`src/rtl/mem_port_arbiter_if.sv`:
```
// Bundle of IFU, LSU and memory handshake signals around the shared memory port.
// Handshake: a request transfers on a cycle where valid && ready; resp_valid is a one-cycle pulse with no back-pressure.
interface mem_port_arbiter_if;
  logic        ifu_req_valid;
  logic [31:0] ifu_req_addr;
  logic        ifu_req_ready;
  logic        ifu_resp_valid;
  logic [31:0] ifu_resp_data;

  logic        lsu_req_valid;
  logic [31:0] lsu_req_addr;
  logic        lsu_req_wen;
  logic [31:0] lsu_req_wdata;
  logic [3:0]  lsu_req_wmask;
  logic        lsu_req_ready;
  logic        lsu_resp_valid;
  logic [31:0] lsu_resp_data;

  logic        mem_req_valid;
  logic [31:0] mem_req_addr;
  logic        mem_req_wen;
  logic [31:0] mem_req_wdata;
  logic [3:0]  mem_req_wmask;
  logic        mem_req_ready;
  logic        mem_resp_valid;
  logic [31:0] mem_resp_data;

  // master: the arbiter itself; slave: the IFU, LSU and memory around it.
  modport master (
    input  ifu_req_valid, ifu_req_addr,
    output ifu_req_ready, ifu_resp_valid, ifu_resp_data,
    input  lsu_req_valid, lsu_req_addr, lsu_req_wen, lsu_req_wdata, lsu_req_wmask,
    output lsu_req_ready, lsu_resp_valid, lsu_resp_data,
    output mem_req_valid, mem_req_addr, mem_req_wen, mem_req_wdata, mem_req_wmask,
    input  mem_req_ready, mem_resp_valid, mem_resp_data
  );

  modport slave (
    output ifu_req_valid, ifu_req_addr,
    input  ifu_req_ready, ifu_resp_valid, ifu_resp_data,
    output lsu_req_valid, lsu_req_addr, lsu_req_wen, lsu_req_wdata, lsu_req_wmask,
    input  lsu_req_ready, lsu_resp_valid, lsu_resp_data,
    input  mem_req_valid, mem_req_addr, mem_req_wen, mem_req_wdata, mem_req_wmask,
    output mem_req_ready, mem_resp_valid, mem_resp_data
  );
endinterface

```
`src/rtl/mem_port_arbiter.sv`:
```
// Single-outstanding arbiter sharing one memory port between IFU (reads) and LSU (reads/writes).
// LSU has priority; an IFU starvation guard and a response timeout watchdog bound latency.
module mem_port_arbiter #(
  parameter int MAX_IFU_WAIT = 4,
  parameter int TIMEOUT      = 255
) (
  input  logic                clk,
  input  logic                rstn,
  mem_port_arbiter_if.master  bus,
  output logic                busy,
  output logic                owner,
  output logic                timeout_err,
  output logic                spurious_err,
  output logic [1:0]          dbg_state,
  output logic [7:0]          dbg_wait_cnt
);

  typedef enum logic [1:0] {
    IDLE  = 2'd0,
    ISSUE = 2'd1,
    WAIT  = 2'd2
  } state_t;

  localparam logic [7:0]  MAX_W   = 8'(MAX_IFU_WAIT);
  localparam logic [16:0] TMO_LIM = 17'(TIMEOUT);

  state_t      state;
  logic [7:0]  wait_cnt;
  logic [15:0] tmo_cnt;

  logic ifu_force;
  logic grant_lsu;
  logic grant_ifu;
  logic accept;
  logic tmo_hit;

  assign ifu_force = bus.ifu_req_valid && (wait_cnt == MAX_W);
  assign grant_lsu = bus.lsu_req_valid && !ifu_force;
  assign grant_ifu = bus.ifu_req_valid && !grant_lsu;
  assign accept    = (state == IDLE) && (grant_lsu || grant_ifu);

  // Gated by rstn so no ready is visible while the block is held in reset.
  assign bus.lsu_req_ready = rstn && (state == IDLE) && grant_lsu;
  assign bus.ifu_req_ready = rstn && (state == IDLE) && grant_ifu;

  // tmo_cnt is 0 in the first ISSUE cycle; aborting here puts the error pulse TIMEOUT cycles after accept.
  assign tmo_hit = ({1'b0, tmo_cnt} + 17'd2) >= TMO_LIM;

  assign busy         = (state != IDLE);
  assign dbg_state    = state;
  assign dbg_wait_cnt = wait_cnt;

  always_ff @(posedge clk or negedge rstn) begin
    if (!rstn) begin
      state              <= IDLE;
      wait_cnt           <= 8'd0;
      tmo_cnt            <= 16'd0;
      owner              <= 1'b0;
      timeout_err        <= 1'b0;
      spurious_err       <= 1'b0;
      bus.mem_req_valid  <= 1'b0;
      bus.mem_req_addr   <= 32'd0;
      bus.mem_req_wen    <= 1'b0;
      bus.mem_req_wdata  <= 32'd0;
      bus.mem_req_wmask  <= 4'd0;
      bus.ifu_resp_valid <= 1'b0;
      bus.ifu_resp_data  <= 32'd0;
      bus.lsu_resp_valid <= 1'b0;
      bus.lsu_resp_data  <= 32'd0;
    end else begin
      bus.ifu_resp_valid <= 1'b0;
      bus.lsu_resp_valid <= 1'b0;

      if (bus.mem_resp_valid && (state != WAIT)) begin
        spurious_err <= 1'b1;
      end

      case (state)
        IDLE: begin
          if (grant_ifu) begin
            wait_cnt <= 8'd0;
          end else if (grant_lsu && bus.ifu_req_valid && (wait_cnt < MAX_W)) begin
            wait_cnt <= wait_cnt + 8'd1;
          end
          if (accept) begin
            owner             <= grant_lsu;
            bus.mem_req_valid <= 1'b1;
            bus.mem_req_addr  <= grant_lsu ? bus.lsu_req_addr : bus.ifu_req_addr;
            bus.mem_req_wen   <= grant_lsu && bus.lsu_req_wen;
            bus.mem_req_wdata <= (grant_lsu && bus.lsu_req_wen) ? bus.lsu_req_wdata : 32'd0;
            bus.mem_req_wmask <= (grant_lsu && bus.lsu_req_wen) ? bus.lsu_req_wmask : 4'd0;
            tmo_cnt           <= 16'd0;
            state             <= ISSUE;
          end
        end

        ISSUE: begin
          tmo_cnt <= tmo_cnt + 16'd1;
          if (tmo_hit) begin
            bus.mem_req_valid <= 1'b0;
            timeout_err       <= 1'b1;
            if (owner) begin
              bus.lsu_resp_valid <= 1'b1;
              bus.lsu_resp_data  <= 32'hDEADBEEF;
            end else begin
              bus.ifu_resp_valid <= 1'b1;
              bus.ifu_resp_data  <= 32'hDEADBEEF;
            end
            state <= IDLE;
          end else if (bus.mem_req_ready) begin
            bus.mem_req_valid <= 1'b0;
            state             <= WAIT;
          end
        end

        WAIT: begin
          tmo_cnt <= tmo_cnt + 16'd1;
          // A real response on the timeout cycle takes precedence over the abort.
          if (bus.mem_resp_valid) begin
            if (owner) begin
              bus.lsu_resp_valid <= 1'b1;
              bus.lsu_resp_data  <= bus.mem_req_wen ? 32'd0 : bus.mem_resp_data;
            end else begin
              bus.ifu_resp_valid <= 1'b1;
              bus.ifu_resp_data  <= bus.mem_resp_data;
            end
            state <= IDLE;
          end else if (tmo_hit) begin
            timeout_err <= 1'b1;
            if (owner) begin
              bus.lsu_resp_valid <= 1'b1;
              bus.lsu_resp_data  <= 32'hDEADBEEF;
            end else begin
              bus.ifu_resp_valid <= 1'b1;
              bus.ifu_resp_data  <= 32'hDEADBEEF;
            end
            state <= IDLE;
          end
        end

        default: state <= IDLE;
      endcase
    end
  end

endmodule

```
`src/flat_wrapper.sv`:
```
// flat-port wrapper written by rule: the top's interface ports become plain ports
module mem_port_arbiter_flat 
#(
  parameter int MAX_IFU_WAIT = 4,
  parameter int TIMEOUT      = 255
)
  (clk, rstn, busy, owner, timeout_err, spurious_err, dbg_state, dbg_wait_cnt, bus_ifu_req_valid, bus_ifu_req_addr, bus_ifu_req_ready, bus_ifu_resp_valid, bus_ifu_resp_data, bus_lsu_req_valid, bus_lsu_req_addr, bus_lsu_req_wen, bus_lsu_req_wdata, bus_lsu_req_wmask, bus_lsu_req_ready, bus_lsu_resp_valid, bus_lsu_resp_data, bus_mem_req_valid, bus_mem_req_addr, bus_mem_req_wen, bus_mem_req_wdata, bus_mem_req_wmask, bus_mem_req_ready, bus_mem_resp_valid, bus_mem_resp_data);
  mem_port_arbiter_if bus_i ();
  input  logic clk;
  input  logic rstn;
  output logic busy;
  output logic owner;
  output logic timeout_err;
  output logic spurious_err;
  output logic [1:0] dbg_state;
  output logic [7:0] dbg_wait_cnt;
  input wire logic [$bits(bus_i.ifu_req_valid)-1:0] bus_ifu_req_valid;
  input wire logic [$bits(bus_i.ifu_req_addr)-1:0] bus_ifu_req_addr;
  output wire logic [$bits(bus_i.ifu_req_ready)-1:0] bus_ifu_req_ready;
  output wire logic [$bits(bus_i.ifu_resp_valid)-1:0] bus_ifu_resp_valid;
  output wire logic [$bits(bus_i.ifu_resp_data)-1:0] bus_ifu_resp_data;
  input wire logic [$bits(bus_i.lsu_req_valid)-1:0] bus_lsu_req_valid;
  input wire logic [$bits(bus_i.lsu_req_addr)-1:0] bus_lsu_req_addr;
  input wire logic [$bits(bus_i.lsu_req_wen)-1:0] bus_lsu_req_wen;
  input wire logic [$bits(bus_i.lsu_req_wdata)-1:0] bus_lsu_req_wdata;
  input wire logic [$bits(bus_i.lsu_req_wmask)-1:0] bus_lsu_req_wmask;
  output wire logic [$bits(bus_i.lsu_req_ready)-1:0] bus_lsu_req_ready;
  output wire logic [$bits(bus_i.lsu_resp_valid)-1:0] bus_lsu_resp_valid;
  output wire logic [$bits(bus_i.lsu_resp_data)-1:0] bus_lsu_resp_data;
  output wire logic [$bits(bus_i.mem_req_valid)-1:0] bus_mem_req_valid;
  output wire logic [$bits(bus_i.mem_req_addr)-1:0] bus_mem_req_addr;
  output wire logic [$bits(bus_i.mem_req_wen)-1:0] bus_mem_req_wen;
  output wire logic [$bits(bus_i.mem_req_wdata)-1:0] bus_mem_req_wdata;
  output wire logic [$bits(bus_i.mem_req_wmask)-1:0] bus_mem_req_wmask;
  input wire logic [$bits(bus_i.mem_req_ready)-1:0] bus_mem_req_ready;
  input wire logic [$bits(bus_i.mem_resp_valid)-1:0] bus_mem_resp_valid;
  input wire logic [$bits(bus_i.mem_resp_data)-1:0] bus_mem_resp_data;
  assign bus_i.ifu_req_valid = bus_ifu_req_valid;
  assign bus_i.ifu_req_addr = bus_ifu_req_addr;
  assign bus_ifu_req_ready = bus_i.ifu_req_ready;
  assign bus_ifu_resp_valid = bus_i.ifu_resp_valid;
  assign bus_ifu_resp_data = bus_i.ifu_resp_data;
  assign bus_i.lsu_req_valid = bus_lsu_req_valid;
  assign bus_i.lsu_req_addr = bus_lsu_req_addr;
  assign bus_i.lsu_req_wen = bus_lsu_req_wen;
  assign bus_i.lsu_req_wdata = bus_lsu_req_wdata;
  assign bus_i.lsu_req_wmask = bus_lsu_req_wmask;
  assign bus_lsu_req_ready = bus_i.lsu_req_ready;
  assign bus_lsu_resp_valid = bus_i.lsu_resp_valid;
  assign bus_lsu_resp_data = bus_i.lsu_resp_data;
  assign bus_mem_req_valid = bus_i.mem_req_valid;
  assign bus_mem_req_addr = bus_i.mem_req_addr;
  assign bus_mem_req_wen = bus_i.mem_req_wen;
  assign bus_mem_req_wdata = bus_i.mem_req_wdata;
  assign bus_mem_req_wmask = bus_i.mem_req_wmask;
  assign bus_i.mem_req_ready = bus_mem_req_ready;
  assign bus_i.mem_resp_valid = bus_mem_resp_valid;
  assign bus_i.mem_resp_data = bus_mem_resp_data;
  mem_port_arbiter #(.MAX_IFU_WAIT(MAX_IFU_WAIT), .TIMEOUT(TIMEOUT)) u_core (.clk(clk), .rstn(rstn), .bus(bus_i), .busy(busy), .owner(owner), .timeout_err(timeout_err), .spurious_err(spurious_err), .dbg_state(dbg_state), .dbg_wait_cnt(dbg_wait_cnt));
endmodule
```
`config.mk`:
```
export PLATFORM = sky130hd
export DESIGN_NAME = mem_port_arbiter_flat
export DESIGN_NICKNAME = d
export VERILOG_FILES = /design/src/rtl/mem_port_arbiter_if.sv /design/src/rtl/mem_port_arbiter.sv /design/src/flat_wrapper.sv
export SDC_FILE = /design/constraint.sdc
export NUM_CORES = 1
export LEC_CHECK = 0
export CAP_MARGIN = 10
export CORE_ASPECT_RATIO = 0.5
export CORE_MARGIN = 5
export CORE_UTILIZATION = 40
export CTS_CLUSTER_SIZE = 12
export DETAILED_ROUTE_END_ITERATION = 6
export PLACE_DENSITY = 0.75
export SLEW_MARGIN = 20
export SYNTH_ARGS = -nofsm -noshare
export SYNTH_HDL_FRONTEND = slang
export SYNTH_SLANG_ARGS = --single-unit
export TNS_END_PERCENT = 10
```
`constraint.sdc`:
```
create_clock -name clk -period 8.4 [get_ports clk]
set_input_delay 2.52 -clock clk [delete_from_list [all_inputs] [get_ports clk]]
set_output_delay 2.52 -clock clk [all_outputs]
set_load 0.02 [all_outputs]
```
==> results of run 1 <==
power by group:
group,switching [mW],internal (mW),total [mW]
registers,0.194,1.10,1.29
clock network,0.345,0.526,0.871
logic,0.951,0.822,1.77
total,1.49,2.45,3.94
metal layers:
layer | track usage, % | up-vias | routed length (um)
met5 | 0 | - | 0
met4 | 5.07 | 0 | 306
met3 | 4.05 | 22 | 1060
met2 | 36.1 | 157 | 11000
li1 | - | 2801 | -
met1 | 25.3 | 2935 | 8920
cell type report:
cell class	count	share of cell area [%]
well taps	234	2.70
flip-flops and latches	165	38.1
inverters	38	1.32
clock buffers	19	4.18
repair buffers	295	27.1
multi-input cells	393	24.7
clock inverters	13	1.95
sequential cells by signal (all words and copies together) (netlist names):
signal / cells
u_core.bus.lsu_resp_data: 32
u_core.bus.mem_req_wen: 1
u_core.bus.mem_req_wdata: 32
u_core.bus.mem_req_addr: 32
u_core.bus.lsu_resp_valid: 1
u_core.tmo_cnt: 16
u_core.bus.mem_req_wmask: 4
u_core.bus.mem_req_valid: 1
u_core.dbg_state: 2
u_core.bus.ifu_resp_valid: 1
u_core.timeout_err: 1
u_core.owner: 1
u_core.spurious_err: 1
u_core.bus.ifu_resp_data: 32
u_core.dbg_wait_cnt: 8
logic make-up after synthesis:
family / count (synthesis) / share of synthesized area, %
simple gates: 138 / 9.41
compound gates: 196 / 19.7
buf+inv: 75 / 4.37
fa+ha+maj: 9 / 1.59
flops: 165 / 58.1
xor+xnor: 16 / 1.97
mux: 34 / 4.81
cells in the final DEF (no fill, tap or decap), drive strengths merged, types with 2 or more instances in the layout:
cell / Yosys / final
clkdlybuf4s50: 0 / 289
dfrtp: 165 / 165
a22o: 54 / 54
a21oi: 52 / 52
nand2: 47 / 47
inv: 38 / 44
o21ai: 42 / 42
nor2: 36 / 36
mux2i: 33 / 33
o22a: 24 / 24
clkbuf: 22 / 19
nand3: 14 / 14
nor3: 11 / 11
ha: 9 / 9
nor2b: 8 / 8
xnor2: 8 / 8
xor2: 8 / 8
buf: 15 / 6
nand2b: 4 / 4
and3: 4 / 4
bufinv: 0 / 4
o31ai: 4 / 4
and2: 3 / 3
nor3b: 3 / 3
nand4: 3 / 3
clkinv: 0 / 3
or3: 2 / 2
a211oi: 2 / 2
o21bai: 2 / 2
a21o: 2 / 2
a32oi: 2 / 2
worst min-delay path, delay by kind of cell, from the launching register on:
family           cells  cell delay (ps)
AO/OA/AOI/OAI        1               60
AND/OR/NAND/NOR      1               40
flip-flops           1              340
stage by stage:
stage               cell area [um^2]  power (mW)
detailed placement             10200        3.09
floorplan                       7100        2.20
CTS                            10800        3.97
finish                         10800        3.94
global route                   10800        4.15
global placement               10200        3.04
worst paths after layout:
check	startpoint	to	slack [ps]	cells past startpoint
setup / recovery	bus_ifu_req_valid	bus_lsu_req_ready	1160	6
hold / removal	u_core.bus.mem_req_addr[22]	u_core.bus.mem_req_addr[22]	480	2
setup reg to reg	u_core.dbg_state[0]	u_core.bus.lsu_resp_data[14]	5510	5
hold reg to reg	u_core.bus.mem_req_addr[22]	u_core.bus.mem_req_addr[22]	480	2
max in group asynchronous	rstn	u_core.bus.ifu_resp_data[28]	4400	3
min in group asynchronous	rstn	u_core.bus.mem_req_addr[31]	1960	1
==> metrics.txt, run 1 <==
Synth Flop Type dfrtp_1; sequential share of the synthesized area 58.1%; DP Worst Slack 1160 ps; family with the most delay on the worst path buffers and inverters; crit end category output port; total grt overflow 0; # fillers 1381; setup TNS 0 ps; WP buf/inv 3; f_max 138 MHz; Placer Congestion 0.838; worst ir drop on vdd 174 uV; Routed WL 21.3 mm; Hold Buf Count CTS 0; Final setup viols 0; final max-slew violation count 0; Post-Layout Cell Count 1157; Area growth, synth to finish 52.7%; post-DP HPWL 15.6 mm; Gate Count Post-Synth 633; CP max stage delay 610 ps; Syn Area/Cell 11.2 um^2; syn nets 781; placed insts 1125; Initial Utilization 40.8%; crit path time final 7240 ps; Die Y 104 um; Layout Nets 1058; crit path cell chain clkdlybuf4s50_1 -> nand3_1 -> o21a_2 -> buf_4 -> and3_1 -> clkdlybuf4s50_1; CTS root buf clkbuf_16; area occupied by multi-input gates 2680 um^2; Die Footprint 20700 um^2; period utilization 86.2%; Synth async-reset ratio 100%; share of post-route cells with drive strength above 1 5.74%; Setup crit start kind input port; fin util 62.3%; Max Cap Viol 0; slew at the pin closest to its max-slew limit 1110 ps; Crit Path Max Fanout 34; Post-synth EDFFs 0; vias in the first global route 6137; Post-Syn Area 7100 um^2; number of post-CTS setup repair buffers 0; Buffers on Ports 290; Setup WS post-layout 1160 ps; critical path class input port to output port; CTS sink cnt 165; first-pass GRT wire length 33.9 mm; WP data required 5880 ps; Synth cell types 55; Clock Path Buffers 2; antenna violations before repair 0; post-route ant nets 0; CP arrival 4720 ps; Slew headroom 25.8%; TritonCTS Buffers 17; most common cell in the synthesized netlist dfrtp_1; Leakage 4.77 nW; Ys Warns 0; Synth top area share 58.1%; vias per cell 5.11; 1st-pass router iterations 5; Synth area leader dfrtp_1; worst hold path type register to register; Critical Path Slowest Stage Cell clkdlybuf4s50_1; status complete, no violations; flops & latches, synth 165; Storage cell area 4130 um^2; Post-synth top cells 165 x dfrtp_1, 54 x a22o_1, 52 x a21oi_1; CORE AREA 17400 um^2; Setup Skew 16.4 ps; drc violations 0; Hold WS 478 ps; DR iter-0 viols 272; H-tree levels 4; final hold vios 0; Synth area leaders dfrtp_1 58%, a22o_1 6.7%, mux2i_1 4.7%; CTS tree yes; Clock Latency Late Sink 420 ps; PostCTS Resize Cnt 0; Total GRT Usage 20.3%; most common cell type on the critical path clkdlybuf4s50_1; Horiz. Die Dim 198 um; setup repair after global routing missed its margin no; # IOs 291; post-DR wirelength/cell 18.4 um; largest net degree at the start of global routing 73; CTS clock-pin slew for the worst setup and hold paths 70 ps; PwrDens 363 nW/um^2; via count 5915; num rows 34; ant diodes 0
No activity file was read; power rests on OpenSTA's default activity.
==> inputs of run 2 (changes only) <==
==> constraint.sdc (replaced) <==
create_clock -name clk -period 7.3 [get_ports clk]
set_input_delay 2.19 -clock clk [delete_from_list [all_inputs] [get_ports clk]]
set_output_delay 2.19 -clock clk [all_outputs]
set_load 0.02 [all_outputs]
==> run 2 against run 1 <==
  * Final cell count about the same
  * Count of clock-buffer cells in the layout is 1 lower
  * Die area is the same
  * Utilization down 0.50 points
  * Sequential cell count did not move
  * Largest cell class unchanged
  * Sequential share of layout area is 0.31 points higher
  * Register-to-register slack worse by 1100 ps
  * Largest power group unchanged
  * Via count shrank 0.29%
==> metrics.txt, run 2 (synthesized netlist as in run 1, its figures left out) <==
status complete, no violations; Layout Nets 1059; most common cell after layout, fill and taps aside clkdlybuf4s50_1; post-DP HPWL 15.5 mm; CTS root buf clkbuf_16; f_max 153 MHz; number of post-CTS setup repair buffers 0; Area growth, synth to finish 51.5%; critical path class input port to output port; PwrDens 407 nW/um^2; drc violations 0; TritonCTS Buffers 17; # fillers 1434; R2R depth 6; post-DR wirelength/cell 17.8 um; CTS sink cnt 165; # IOs 291; H-tree levels 4; Initial Utilization 40.8%; Clock Latency Late Sink 410 ps; Hold Buf Count CTS 0; via count 5898; CTS tree yes; CP arrival 4360 ps; WP data required 5110 ps; Buffers on Ports 290; cell area after layout 10800 um^2; ant diodes 0; DR iter-0 viols 256; largest net degree at the start of global routing 62; CORE AREA 17400 um^2; share of post-route cells with drive strength above 1 5.74%; vias in the first global route 6043; crit path time final 6550 ps; Setup WS post-layout 751 ps; most common cell type on the critical path clkdlybuf4s50_1; cell count along the critical path 6; area occupied by multi-input gates 2680 um^2; first-pass GRT wire length 33.2 mm; DP Worst Slack 746 ps; family with the most delay on the worst path buffers and inverters; Setup crit start kind input port; Total GRT Usage 19.8%; worst hold path type register to register; fin util 61.8%; Storage cell area 4130 um^2; antenna violations before repair 0; Final setup viols 0; setup repair after global routing missed its margin no; 1st-pass router iterations 4; most frequent cells in the layout 289 x clkdlybuf4s50_1, 165 x dfrtp_1, 54 x a22o_1; post-route ant nets 0; Placer Congestion 0.803; WP buf/inv 2; PostCTS Resize Cnt 0; period utilization 89.7%; crit end category output port; Die Footprint 20700 um^2; Critical Path Slowest Stage Cell clkdlybuf4s50_1; vias per cell 5.09; setup TNS 0 ps; worst ir drop on vdd 214 uV; final max-slew violation count 0; Horiz. Die Dim 198 um; Crit Path Max Fanout 8; final hold vios 0; CP max stage delay 650 ps; Max Cap Viol 0; Routed WL 20.6 mm; slew at the pin closest to its max-slew limit 1070 ps; Clock Path Buffers 2; placed cell areas 10200 um^2; WHS Path Cells 1; Die Y 104 um; CTS clock-pin slew for the worst setup and hold paths 60 ps; Setup Skew 15.1 ps; Leakage 4.71 nW; Slew headroom 28.5%; total grt overflow 0; num rows 34; crit path cell chain clkdlybuf4s50_1 -> nand3_1 -> o21a_2 -> nor2_1 -> and2_1 -> clkdlybuf4s50_1
==> run 2: cell types whose count changed in the layout (fill, tap and decap cells not counted), sizes merged <==
cell | before | now
buf | 6 | 7
clkbuf | 19 | 18
inv | 44 | 45
bufinv | 4 | 0
clkinvlp | 0 | 4
==> run 2: layout make-up <==
cell class | instances | share of cell area, %
clock buffers | 18 | 3.99
clock inverters | 14 | 1.30
inverters | 38 | 1.33
multi-input cells | 393 | 24.9
flip-flops and latches | 165 | 38.4
well taps | 234 | 2.72
repair buffers | 296 | 27.4
==> run 2: final timing paths <==
| check | start | endpoint | slack [ps] |
|---|---|---|---|
| max in group asynchronous | rstn | u_core.bus.ifu_resp_data[20] | 3790 |
| min in group asynchronous | rstn | u_core.bus.mem_req_addr[21] | 1740 |
| worst max-delay path | bus_ifu_req_valid | bus_ifu_req_ready | 750 |
| worst max register to register | u_core.dbg_state[0] | u_core.bus.lsu_resp_data[24] | 4450 |
| worst min register to register | u_core.spurious_err | u_core.spurious_err | 480 |
| worst min-delay path | u_core.spurious_err | u_core.spurious_err | 480 |
==> run 2: routing by layer <==
| metal | up-vias | share of wire [%] | wire [um] | track usage, % |
|---|---|---|---|---|
| met5 | - | 0 | 0 | 0 |
| met4 | 0 | 1.4 | 291 | 5.17 |
| met3 | 20 | 4.2 | 861 | 3.33 |
| met2 | 164 | 52 | 10800 | 35.1 |
| met1 | 2907 | 42 | 8700 | 25.2 |
| li1 | 2807 | - | - | - |
==> run 2: worst register-to-register path: stages, from the launching register on <==
cell and delay (ps):
dfrtp_1 400, inv_1 110, ha_1 250, and2_1 300, nand3_1 770, nor2_1 740
a22o_1 220
==> run 2: where the power goes <==
group | leakage [nW] | internal, mW | switching, mW
logic | 2.44 | 0.948 | 1.08
clock network | 0.267 | 0.455 | 0.407
registers | 2.00 | 1.26 | 0.226
==> run 2: through the flow <==
stage | power, mW | hold WS [ps] | cells
6_report | 4.38 | 476 | 1158
5_1_grt | 4.63 | 488 | 1158
4_1_cts | 4.42 | 480 | 1158
3_5_place_dp | 3.55 | 462 | 1126
3_3_place_gp | 3.51 | 456 | 1126
2_1_floorplan | 2.54 | 553 | 633
==> inputs of run 3 (changes only) <==
--- a/config.mk
+++ b/config.mk
@@ -5,10 +5,12 @@
 export SDC_FILE = /design/constraint.sdc
 export NUM_CORES = 1
 export LEC_CHECK = 0
+export ABC_CLOCK_PERIOD_IN_PS = 7300
 export CAP_MARGIN = 10
 export CORE_ASPECT_RATIO = 0.5
 export CORE_MARGIN = 5
 export CORE_UTILIZATION = 40
+export CTS_BUF_LIST = sky130_fd_sc_hd__clkbuf_8
 export CTS_CLUSTER_SIZE = 12
 export DETAILED_ROUTE_END_ITERATION = 6
 export PLACE_DENSITY = 0.75
==> run 3 against run 2 <==
  * Largest power group unchanged
  * Via count barely moved
  * Die area did not move
  * Critical path depth did not move
  * Critical endpoint unchanged
==> metrics.txt, run 3 (synthesized netlist as in run 1, its figures left out) <==
largest net degree at the start of global routing 62; CTS root buf clkbuf_8; critical path class input port to output port; vias per cell 5.09; CTS clock-pin slew for the worst setup and hold paths 80 ps; crit path cell chain clkdlybuf4s50_1 -> nand3_1 -> o21a_2 -> nor2_1 -> and2_1 -> clkdlybuf4s50_1; Routed WL 20.6 mm; crit path time final 6540 ps; Critical Path Slowest Stage Cell clkdlybuf4s50_1; Area growth, synth to finish 48.8%; num rows 34; Initial Utilization 40.8%; Setup Skew 23.6 ps; H-tree levels 4; vias in the first global route 6034; CORE AREA 17400 um^2; PostCTS Resize Cnt 0; Buffers on Ports 290; Clock Path Buffers 2; crit end category output port; number of post-CTS setup repair buffers 0; CTS sink cnt 165; final max-slew violation count 0; hold_sp u_core.spurious_err; TritonCTS Buffers 17; Horiz. Die Dim 198 um; via count 5893; setup TNS 0 ps; setup repair after global routing missed its margin no; status complete, no violations; Die Footprint 20700 um^2; Max Cap Viol 0; most common cell type on the critical path clkdlybuf4s50_1; Slew headroom 27.6%; post-route ant nets 0; 1st-pass router iterations 4; Leakage 4.63 nW; CP Launch Point bus_ifu_req_valid; ant diodes 0; CTS tree yes; Die Y 104 um; most frequent cells in the layout 289 x clkdlybuf4s50_1, 165 x dfrtp_1, 54 x a22o_1; Clock Latency Late Sink 450 ps; Final setup viols 0; Hold Buf Count CTS 0; PwrDens 393 nW/um^2; final hold vios 0; f_max 153 MHz; DR iter-0 viols 253; Placer Congestion 0.803; Layout Nets 1059; worst hold path type register to register; post-DR wirelength/cell 17.8 um; share of post-route cells with drive strength above 1 5.74%; Setup crit start kind input port; post-DP HPWL 15.5 mm; drc violations 0; CP arrival 4350 ps; most common cell after layout, fill and taps aside clkdlybuf4s50_1; fin util 60.7%; antenna violations before repair 0; CP max stage delay 650 ps; Crit Path Max Fanout 8; WP data required 5110 ps; first-pass GRT wire length 32.9 mm; Total GRT Usage 19.7%; slew at the pin closest to its max-slew limit 1080 ps; worst r2r src u_core.dbg_state[0]; worst ir drop on vdd 180 uV; # IOs 291; total grt overflow 0; period utilization 89.6%
[run 3: cell count changes in the layout (fill, tap and decap cells not counted)]
cell / before / now
clkbuf_1: 1 / 0
clkbuf_16: 17 / 0
clkbuf_8: 0 / 17
inv_1: 38 / 39
[run 3: path summary, 6_finish.rpt]
path / endpoint / slack (ps) / cells past startpoint
max in group asynchronous: u_core.bus.ifu_resp_data[20] / 3820 / 3
min: u_core.spurious_err / 480 / 1
min in group asynchronous: u_core.bus.mem_req_addr[21] / 1710 / 1
max: bus_ifu_req_ready / 760 / 6
max reg2reg: u_core.bus.lsu_resp_data[8] / 4450 / 6
min reg2reg: u_core.spurious_err / 480 / 1
[run 3: area by class of cell]
class / count / area, um^2
Clock buffer: 17 / 234
Timing Repair Buffer: 296 / 2950
Fill cell: 1469 / 6830
Inverter: 38 / 143
Clock inverter: 15 / 144
Multi-Input combinational cell: 393 / 2680
Sequential cell: 165 / 4130
Tap cell: 234 / 293
[run 3: per-stage QoR]
step / std cells / cell area, um^2 / hold WS, ps / power, mW / worst slack (ps)
after floorplan: 633 / 7100 / 553 / 2.54 / 1680
after global placement: 1126 / 10200 / 456 / 3.51 / 818
after detailed placement: 1126 / 10200 / 462 / 3.55 / 746
after CTS: 1158 / 10600 / 485 / 4.19 / 750
after global routing: 1158 / 10600 / 493 / 4.39 / 596
final: 1158 / 10600 / 482 / 4.15 / 759
[run 3: per-layer routing]
layer  vias to the layer above  global-route usage, %  share of wire, %
met5                         -                      0                 0
met2                       169                   34.5                52
met1                      2875                   24.9                42
met4                         0                   6.24               2.0
li1                       2812                      -                 -
met3                        37                   3.37               4.5
[run 3: report_power, final]
group	switching [mW]	total [mW]	leakage [nW]	internal (mW)
logic	1.08	2.03	2.44	0.948
registers	0.225	1.49	2.00	1.26
clock network	0.382	0.635	0.184	0.252
[run 3: critical path: cells and delay by family]
family                 cells  cell delay, ps
buffers and inverters      2            1250
and+or+nand+nor            3             690
AOI/OAI and AO/OA          1             220
